--- src/rtl/alu_pkg.sv ---
// Shared opcodes, FSM state type and width defaults for the ALU command sequencer.
package alu_pkg;

    localparam int unsigned WIDTH_D = 32;
    localparam int unsigned OPW_D   = 4;
    localparam int unsigned SHW_D   = 5;
    localparam int unsigned TAGW_D  = 4;
    localparam int unsigned DEPTH_D = 4;

    localparam logic [OPW_D-1:0] OP_ADD  = 4'd0;
    localparam logic [OPW_D-1:0] OP_SUB  = 4'd1;
    localparam logic [OPW_D-1:0] OP_AND  = 4'd2;
    localparam logic [OPW_D-1:0] OP_OR   = 4'd3;
    localparam logic [OPW_D-1:0] OP_SLL  = 4'd4;
    localparam logic [OPW_D-1:0] OP_XOR  = 4'd5;
    localparam logic [OPW_D-1:0] OP_SLTU = 4'd6;
    localparam logic [OPW_D-1:0] OP_MIN  = 4'd7;
    localparam logic [OPW_D-1:0] OP_NOR  = 4'd8;
    localparam logic [OPW_D-1:0] OP_SRL  = 4'd9;

    typedef enum logic [1:0] {IDLE, SETTLE, RESP} state_t;

    // SLTU is left undriven by the ALU, so it is never issued.
    function automatic logic is_illegal_op(input logic [OPW_D-1:0] op);
        return (op == OP_SLTU) || (op > OP_SRL);
    endfunction

endpackage

--- src/rtl/alu_cmd_fifo.sv ---
// Command FIFO: power-of-two depth, extra pointer MSB distinguishes full from empty.
module alu_cmd_fifo
    import alu_pkg::*;
#(
    parameter int unsigned DW    = 8,
    parameter int unsigned DEPTH = DEPTH_D
) (
    input  logic          clk,
    input  logic          rst_n,
    input  logic          push,
    input  logic [DW-1:0] din,
    input  logic          pop,
    output logic [DW-1:0] dout,
    output logic          full,
    output logic          empty
);

    localparam int unsigned AW = $clog2(DEPTH);

    logic [AW:0]   wptr;
    logic [AW:0]   rptr;
    logic [DW-1:0] mem [DEPTH];

    always_ff @(posedge clk) begin
        if (!rst_n) begin
            wptr <= '0;
            rptr <= '0;
        end else begin
            if (push) wptr <= wptr + 1'b1;
            if (pop)  rptr <= rptr + 1'b1;
        end
    end

    always_ff @(posedge clk) begin
        if (push) mem[wptr[AW-1:0]] <= din;
    end

    assign dout  = mem[rptr[AW-1:0]];
    assign empty = (wptr == rptr);
    assign full  = (wptr[AW] != rptr[AW]) && (wptr[AW-1:0] == rptr[AW-1:0]);

endmodule

--- src/rtl/alu_op_sequencer.sv ---
// Queues tagged ALU requests, drives the ALU from registers and returns tagged responses.
// Optional feature macro: ALU_SEQ_CARRY_EN (sequencer-computed carry flag).
module alu_op_sequencer
    import alu_pkg::*;
#(
    parameter int unsigned WIDTH = WIDTH_D,
    parameter int unsigned OPW   = OPW_D,
    parameter int unsigned SHW   = SHW_D,
    parameter int unsigned TAGW  = TAGW_D,
    parameter int unsigned DEPTH = DEPTH_D
) (
    input  logic             clk,
    input  logic             rst_n,
    input  logic             cmd_valid,
    output logic             cmd_ready,
    input  logic [OPW-1:0]   cmd_opcode,
    input  logic [WIDTH-1:0] cmd_a,
    input  logic [WIDTH-1:0] cmd_b,
    input  logic [SHW-1:0]   cmd_shamt,
    input  logic [TAGW-1:0]  cmd_tag,
    output logic [OPW-1:0]   alu_opcode,
    output logic [WIDTH-1:0] alu_in1,
    output logic [WIDTH-1:0] alu_in2,
    output logic [SHW-1:0]   alu_shift,
    input  logic [WIDTH-1:0] alu_result,
    input  logic             alu_zero,
    input  logic             alu_sign,
    output logic             rsp_valid,
    input  logic             rsp_ready,
    output logic [WIDTH-1:0] rsp_result,
    output logic             rsp_zero,
    output logic             rsp_sign,
    output logic             rsp_carry,
    output logic             rsp_illegal,
    output logic [TAGW-1:0]  rsp_tag
);

    localparam int unsigned DW = OPW + 2*WIDTH + SHW + TAGW;

    state_t          state;
    logic            run_q;
    logic            full, empty, push, load;
    logic [DW-1:0]   head;
    logic [OPW-1:0]  head_op;
    logic [WIDTH-1:0] head_a, head_b;
    logic [SHW-1:0]  head_sh;
    logic [TAGW-1:0] head_tag;
    logic            head_ill;
    logic [TAGW-1:0] pend_tag;
    logic            pend_ill;

    assign cmd_ready = run_q & ~full;
    assign push      = cmd_valid & cmd_ready;
    assign load      = ~empty & ((state == IDLE) | ((state == RESP) & rsp_ready));
    assign {head_op, head_a, head_b, head_sh, head_tag} = head;
    assign head_ill  = is_illegal_op(head_op);

    alu_cmd_fifo #(.DW(DW), .DEPTH(DEPTH)) u_fifo (
        .clk   (clk),
        .rst_n (rst_n),
        .push  (push),
        .din   ({cmd_opcode, cmd_a, cmd_b, cmd_shamt, cmd_tag}),
        .pop   (load),
        .dout  (head),
        .full  (full),
        .empty (empty)
    );

    always_ff @(posedge clk) begin
        if (!rst_n) begin
            state       <= IDLE;
            run_q       <= 1'b0;
            alu_opcode  <= '0;
            alu_in1     <= '0;
            alu_in2     <= '0;
            alu_shift   <= '0;
            pend_tag    <= '0;
            pend_ill    <= 1'b0;
            rsp_valid   <= 1'b0;
            rsp_result  <= '0;
            rsp_zero    <= 1'b0;
            rsp_sign    <= 1'b0;
            rsp_illegal <= 1'b0;
            rsp_tag     <= '0;
        end else begin
            run_q <= 1'b1;
            // Illegal requests present an all-zero ADD so the ALU never sees them.
            if (load) begin
                alu_opcode <= head_ill ? '0 : head_op;
                alu_in1    <= head_ill ? '0 : head_a;
                alu_in2    <= head_ill ? '0 : head_b;
                alu_shift  <= head_ill ? '0 : head_sh;
                pend_tag   <= head_tag;
                pend_ill   <= head_ill;
            end
            case (state)
                IDLE: begin
                    if (load) state <= SETTLE;
                end
                SETTLE: begin
                    rsp_result  <= pend_ill ? '0 : alu_result;
                    rsp_zero    <= pend_ill | alu_zero;
                    rsp_sign    <= ~pend_ill & alu_sign;
                    rsp_illegal <= pend_ill;
                    rsp_tag     <= pend_tag;
                    rsp_valid   <= 1'b1;
                    state       <= RESP;
                end
                RESP: begin
                    if (rsp_ready) begin
                        rsp_valid <= 1'b0;
                        state     <= load ? SETTLE : IDLE;
                    end
                end
                default: state <= IDLE;
            endcase
        end
    end

`ifdef ALU_SEQ_CARRY_EN
    logic [WIDTH:0] sum;
    logic           carry_d;

    assign sum = {1'b0, alu_in1} + {1'b0, alu_in2};

    always_comb begin
        carry_d = 1'b0;
        if (!pend_ill) begin
            if (alu_opcode == OP_ADD)      carry_d = sum[WIDTH];
            else if (alu_opcode == OP_SUB) carry_d = (alu_in1 < alu_in2);
        end
    end

    always_ff @(posedge clk) begin
        if (!rst_n)                  rsp_carry <= 1'b0;
        else if (state == SETTLE)    rsp_carry <= carry_d;
    end
`else
    assign rsp_carry = 1'b0;
`endif

endmodule

--- config.mk ---
export PLATFORM = sky130hd
export DESIGN_NAME = alu_op_sequencer
export DESIGN_NICKNAME = d
export VERILOG_FILES = /design/src/rtl/alu_pkg.sv /design/src/rtl/alu_cmd_fifo.sv /design/src/rtl/alu_op_sequencer.sv
export SDC_FILE = /design/constraint.sdc
export NUM_CORES = 1
export LEC_CHECK = 0
export CORE_AREA = 5 5 194 196
export CTS_CLUSTER_DIAMETER = 150
export CTS_CLUSTER_SIZE = 14
export DETAILED_ROUTE_END_ITERATION = 7
export DIE_AREA = 0 0 199 201
export GPL_ROUTABILITY_DRIVEN = 0
export PLACE_DENSITY = 0.75
export REMOVE_ABC_BUFFERS = 1
export SETUP_SLACK_MARGIN = 0.3
export SYNTH_ARGS = -nofsm -noshare
export SYNTH_HDL_FRONTEND = slang
export SYNTH_HIERARCHICAL = 1
export SYNTH_SLANG_ARGS = --single-unit
export TNS_END_PERCENT = 30
--- constraint.sdc ---
create_clock -name clk -period 3.8 [get_ports clk]
set_input_delay 0.76 -clock clk [delete_from_list [all_inputs] [get_ports clk]]
set_output_delay 0.76 -clock clk [all_outputs]
set_load 0.05 [all_outputs]
* Word-level counts from Yosys, hierarchy flattened *
Memory sizes are Yosys's and may differ from the RTL's. A register that Yosys moved wholly into a read port is not among the register bits.
Cells that the tools add are included.

operators by class
  add/subtract/negate cells = 2
  $lt $le $gt $ge = 1
  equality and inequality tests = 8
  multiplexer cells = 16
  bitwise operators = 10
  reduce and logical (&&, ||, !) cells = 6

operator list
  kind                                                                    count
  32-bit two-way mux                                                      3
  2-bit two-way mux                                                       4
  3-bit by 1-bit adder with 3-bit output (second input constant)          2
  2-bit case mux with 3 select lines                                      1
  1-bit AND                                                               5
  1-bit two-way mux                                                       5
  5-bit two-way mux                                                       1
  4-bit by 3-bit equality test with 1-bit output (second input constant)  1
  4-bit > comparator (second input constant)                              1
  4-bit two-way mux                                                       1
  2-bit != test (second input constant)                                   2
  2-bit AND reduction                                                     2
  3-bit equality test                                                     1
  1-bit inverter                                                          3
  2-bit by 1-bit equality test with 1-bit output (second input constant)  1
  2-bit equality test                                                     1
  2-bit equality test (second input constant)                             1
  2-bit zero test                                                         1
  1-bit OR                                                                2
  1-bit case mux with 2 select lines                                      1
  2-bit nonzero test                                                      1
  1-bit logical AND                                                       1
  1-bit logical OR                                                        1
  1-bit != test                                                           1

word-level totals
  bits in registers = 127
  memory bits (writable) = 308
  input port bits = 115
  output and inout port bits = 115
  word-level logic and storage cells = 60
  memories kept = 1

memory list
  memory      words  bits a word  rd ports  clocked after memory_dff  write ports  RTL line            text
  u_fifo.mem  4      77           1         1                         1            alu_cmd_fifo.sv:22  logic [DW-1:0] mem [DEPTH];

* Depth between registers and ports, before layout *
  depth in word-level cells = 7
  depth in mapped cells = 8
  gate-level depth less buffers = 6

* By module *
The synthesis kept the hierarchy.

by module, submodules not included
  module            times used  cells each  area each (um^2)  seq. area each (um^2)
  alu_cmd_fifo      1           444         11537.3           9409.0
  alu_op_sequencer  1           394         4229.1            2422.3

* Worst setup path after synthesis *
Ideal clock, no wire load.

  path kind = register to register
  start = reg u_fifo.wptr[0]
  end = mem u_fifo/mem[3][0] (netlist bit) (enable)
  library setup time = 0.444 ns
  arrival = 3.680 ns
  data required time = 3.356 ns
  path slack = -0.324 ns
  stages on the path, launching flop included = 7
  path buffers = 1
  clock period less this slack = 4.124 ns
  cells stage by stage = dfxtp_1 > xor2_1 > nor3_1 > nor2b_1 > and2_1 > clkbuf_1 > and2_1

between the ends
  word-level cells in the longest chain between the ends = 7

RTL lines
  what                                     RTL line                text
  start, declared                          alu_cmd_fifo.sv:20      logic [AW:0] wptr;
  start signal, assigned                   alu_cmd_fifo.sv:29      if (push) wptr <= wptr + 1'b1;
  2-bit equality test                      alu_cmd_fifo.sv:40      assign full = (wptr[AW] != rptr[AW]) && (wptr[AW-1:0] == rptr[AW-1:0]);
  1-bit logical AND                        alu_cmd_fifo.sv:40
  named net full                           alu_op_sequencer.sv:42  logic full, empty, push, load;
  1-bit inverter                           alu_op_sequencer.sv:52  assign cmd_ready = run_q & ~full;
  1-bit AND                                alu_op_sequencer.sv:52
  named net cmd_ready                      alu_op_sequencer.sv:15  output logic cmd_ready,
  1-bit AND                                alu_op_sequencer.sv:53  assign push = cmd_valid & cmd_ready;
  named net push                           alu_op_sequencer.sv:42
  1-bit two-way mux                        alu_cmd_fifo.sv:35      if (push) mem[wptr[AW-1:0]] <= din;
  1-bit two-way mux (implied by the code)  alu_cmd_fifo.sv:35
  end, declared                            alu_cmd_fifo.sv:22

The timed path passes the listed nets, and every way through them passes these cells.

* Worst setup path after layout *
  start = reg u_fifo.wptr[0]
  end = out cmd_ready

between the ends
  word-level cells in the longest chain between the ends = 4

RTL lines
  what                 RTL line
  2-bit equality test  alu_cmd_fifo.sv:40
  1-bit logical AND    alu_cmd_fifo.sv:40
  named net full       alu_op_sequencer.sv:42
  1-bit inverter       alu_op_sequencer.sv:52
  1-bit AND            alu_op_sequencer.sv:52
  end, declared        alu_op_sequencer.sv:15

The timed path passes the listed nets, and every way through them passes these cells.

==> metrics.md <==
| Metric | Value |
|---|---|
| # clock sinks | `437` |
| Final std cell area, no fill | `between 0.015 and 0.02 mm2` |
| Main area contributors after synthesis | `edfxtp_1 (59%), dfxtp_1 (16%), mux4_2 (11%)` |
| Synthesis Warnings | `6` |
| Async S/R FF share, synth | `0` |
| Clock Root Buffer | `clkbuf_16` |
| CTS H-tree lvls | `2` |
| Max Slew Vio Count | `0` |
| Vias in the first global route | `~9000` |
| Dpl ws | `between 0.9 and 1 ns` |
| Total core area | `0.0359 mm2` |
| PnR Total Power | `about 14 mW` |
| Grt ovf | `0` |
| Syn_area_per_cell | `18.8 um2` |
| Max Clock Freq | `between 0.3 and 0.4 GHz` |
| Final Cycle Share | `0.787` |
| ANT nets after route | `0` |
| Worst path buffer plus inverter count | `1` |
| First-pass GRT wire length | `approximately 53000 um` |
| Commonest non-fill, non-tap cell in the layout | `edfxtp_1` |
| Inserted Clock Buffers | `37` |
| Psw | `approximately 4.4 mW` |
| Placed Cells incl. Taps | `about 1500` |
| Slew headroom | `0.160` |
| Clock buffer depth | `3` |
| Post-cts hold buffer count | `0` |
| Sw Ratio | `0.328` |
| CP Capture Type | `output pin` |
| Post-synth cell types | `34` |
| Critical path's slowest cell | `clkdlybuf4s50_1` |
| Non-Filler Instances | `between 1500 and 2000` |
| Critical-path cell list | `xor2_1 -> nor3_1 -> nor2b_1 -> clkdlybuf4s50_1` |
| Fin. Hold Viols | `0` |
| Synth Cell Area | `roughly 0.016 mm2` |
| Initial antenna violation count | `0` |
| CP startpoint kind | `flip-flop` |
| CP delay by family, top | `buffers and inverters` |
| Area delta synth->final | `24.5%` |
| Min-delay worst type | `reg -> reg` |
| Wire per inst | `between 20 and 25 um` |
| Status | `completed` |
| Post-synth top area cell | `edfxtp_1` |
| Total wire length | `about 34000 um` |
| Largest net degree at the start of global routing | `61` |
| Cts repair resizes | `0` |
| Final clock skew | `0.0136 ns` |
| CP Data Required Time | `between 3 and 4 ns` |
| Die ar. | `roughly 0.040 mm2` |
| RSZ-0062 raised after global routing | `no` |
| Minimum clock period | `between 2 and 3 ns` |
| MaxCap Viol Count | `0` |
| Most frequent cells in the layout | `edfxtp_1 (308), clkdlybuf4s50_1 (228), dfxtp_1 (127)` |
| CTS clk-pin slew, worst paths | `0.07 ns` |
| Clock share of power | `0.257` |
| Sequential fraction of the synthesis area | `0.750` |
| Cell count after synthesis | `between 800 and 900` |
| Die H | `around 200 um` |
| Cell Pwr Density | `approximately 700 mW/mm2` |
| Top-area cell type share of the netlist area | `0.587` |
| IO Count | `230` |
| Crit-path max cell delay | `between 0.8 and 0.9 ns` |
| Initial DRC count | `approximately 530` |
| Primary FF master, synth | `edfxtp_1` |
| Port-buffer cells | `about 230` |
| Cell-internal power | `9.08 mW` |
| Static Leak | `6.20 nW` |
| Clock Latency Late Sink | `0.52 ns` |
| GRT Util Overall | `0.168` |
| Final layout net count | `1188` |
| Starting Density | `0.439` |
| Logic pwr share | `0.306` |
| Final Setup Violations | `0` |
| DRC viols | `0` |
| Worst vdd ir | `slightly above 400 uV` |
| Share of cells above drive strength 1 | `0.139` |
| Critical path arrival | `2.23 ns` |
| Detailed placer's ending HPWL | `approximately 22000 um` |
| Worst Tran Pin Value | `between 1 and 1.5 ns` |
| TritonCTS clock tree | `done` |
| EDFF count, synth | `~310` |
| Critical path peak fanout | `5` |
| Horiz. Die Dim | `199 um` |
| Site Rows | `70` |
| Setup ws final | `a little over 0.8 ns` |
| DP Area | `0.0186 mm2` |
| Final setup TNS | `0 ns` |
| CP Class | `reg -> out` |
| Vias per inst | `~5.5` |
| Part of the power in registers | `0.437` |
| Pre-antenna DRT Iters | `5` |
| Synth Register Bits | `between 400 and 500` |
| Setup repair bufs after CTS | `0` |
| Routed vias | `approximately 8500` |
worst paths after layout:
| check | start | endpoint | slack, ns | cells after the start |
|---|---|---|---|---|
| worst max-delay path | u_fifo/wptr[0] | cmd_ready | 0.81 | 4 |
| worst min-delay path | pend_tag[0] | rsp_tag[0] | 0.45 | 2 |
| worst max register to register | flip-flop | alu_in2[13] | 0.96 | 5 |
| worst min register to register | pend_tag[0] | rsp_tag[0] | 0.45 | 2 |
power groups by stage:
stage | Clock [mW] | Combinational, mW | Sequential, mW
global route | 3.77 | 4.39 | 5.98
floorplan | 0 | 1.65 | 7.10
CTS | 3.58 | 4.19 | 5.92
detailed placement | 0 | 4.18 | 6.02
finish | 3.48 | 4.14 | 5.91
global placement | 0 | 4.14 | 6.01
sequential cells by signal (all words and copies together), names as in the netlist, named ones only:
register,flops
pend_ill,1
rsp_illegal,1
alu_in2,32
alu_shift,5
u_fifo/rptr,3
rsp_valid,1
run_q,1
alu_in1,32
rsp_result,32
u_fifo/wptr,3
u_fifo/mem,308
rsp_tag,4
state,2
rsp_sign,1
pend_tag,4
rsp_zero,1
alu_opcode,4
cell families (layout without fill, tap and decap cells):
kind of cell,Yosys count,after routing,synth area share
simple gates,110,110,0.0383
mux,79,79,0.111
xor+xnor,5,5,0.00278
compound gates,135,135,0.0674
flops,437,437,0.750
other cells,1,2,0.000238
buf+inv,66,321,0.0256
fa+ha+maj,5,5,0.00397
cell usage after synthesis (all sizes together), types with 2 or more instances:
master / n
nor3: 4
xor2: 2
a21oi: 49
nand3: 5
edfxtp: 308
nor3b: 2
nor2b: 3
dfxtp: 129
and2: 5
nand2b: 3
a32o: 71
nand3b: 35
o21a: 2
nor2: 9
nand2: 43
mux4: 77
a21bo: 2
mux2i: 2
buf: 31
clkbuf: 29
xnor2: 3
o21ai: 8
inv: 6
ha: 5
metrics by stage:
step,hold WS [ns],util
2_1_floorplan,0.428,-
3_3_place_gp,0.438,0.517
3_5_place_dp,0.443,0.517
4_1_cts,0.453,0.547
5_1_grt,0.471,0.547
6_report,0.448,0.547
worst reg2reg max path, cell delays in order (launching register included):
cell	delay (ns)
dfxtp_4	0.67
mux4_2	0.65
o21a_1	0.23
a31oi_4	0.55
buf_12	0.39
a32o_1	0.29
layout make-up:
| cell class | count | area, um2 |
|---|---|---|
| repair buffers | 251 | 2540 |
| multi-input cells | 335 | 3560 |
| fillers | 2812 | 16300 |
| well taps | 468 | 586 |
| clock inverters | 2 | 32.5 |
| flip-flops and latches | 437 | 11800 |
| inverters | 6 | 22.5 |
| diodes | 1 | 2.50 |
| clock buffers | 62 | 1040 |
metal layers:
layer  wire [um]  vias to the layer above  GRT usage
met4         651                        0     0.0379
met2       16400                      289      0.275
li1            -                     3830          -
met5           0                        -          0
met1       14600                     4370      0.235
met3        2520                       49     0.0366
(Power assumes the default switching activity.)
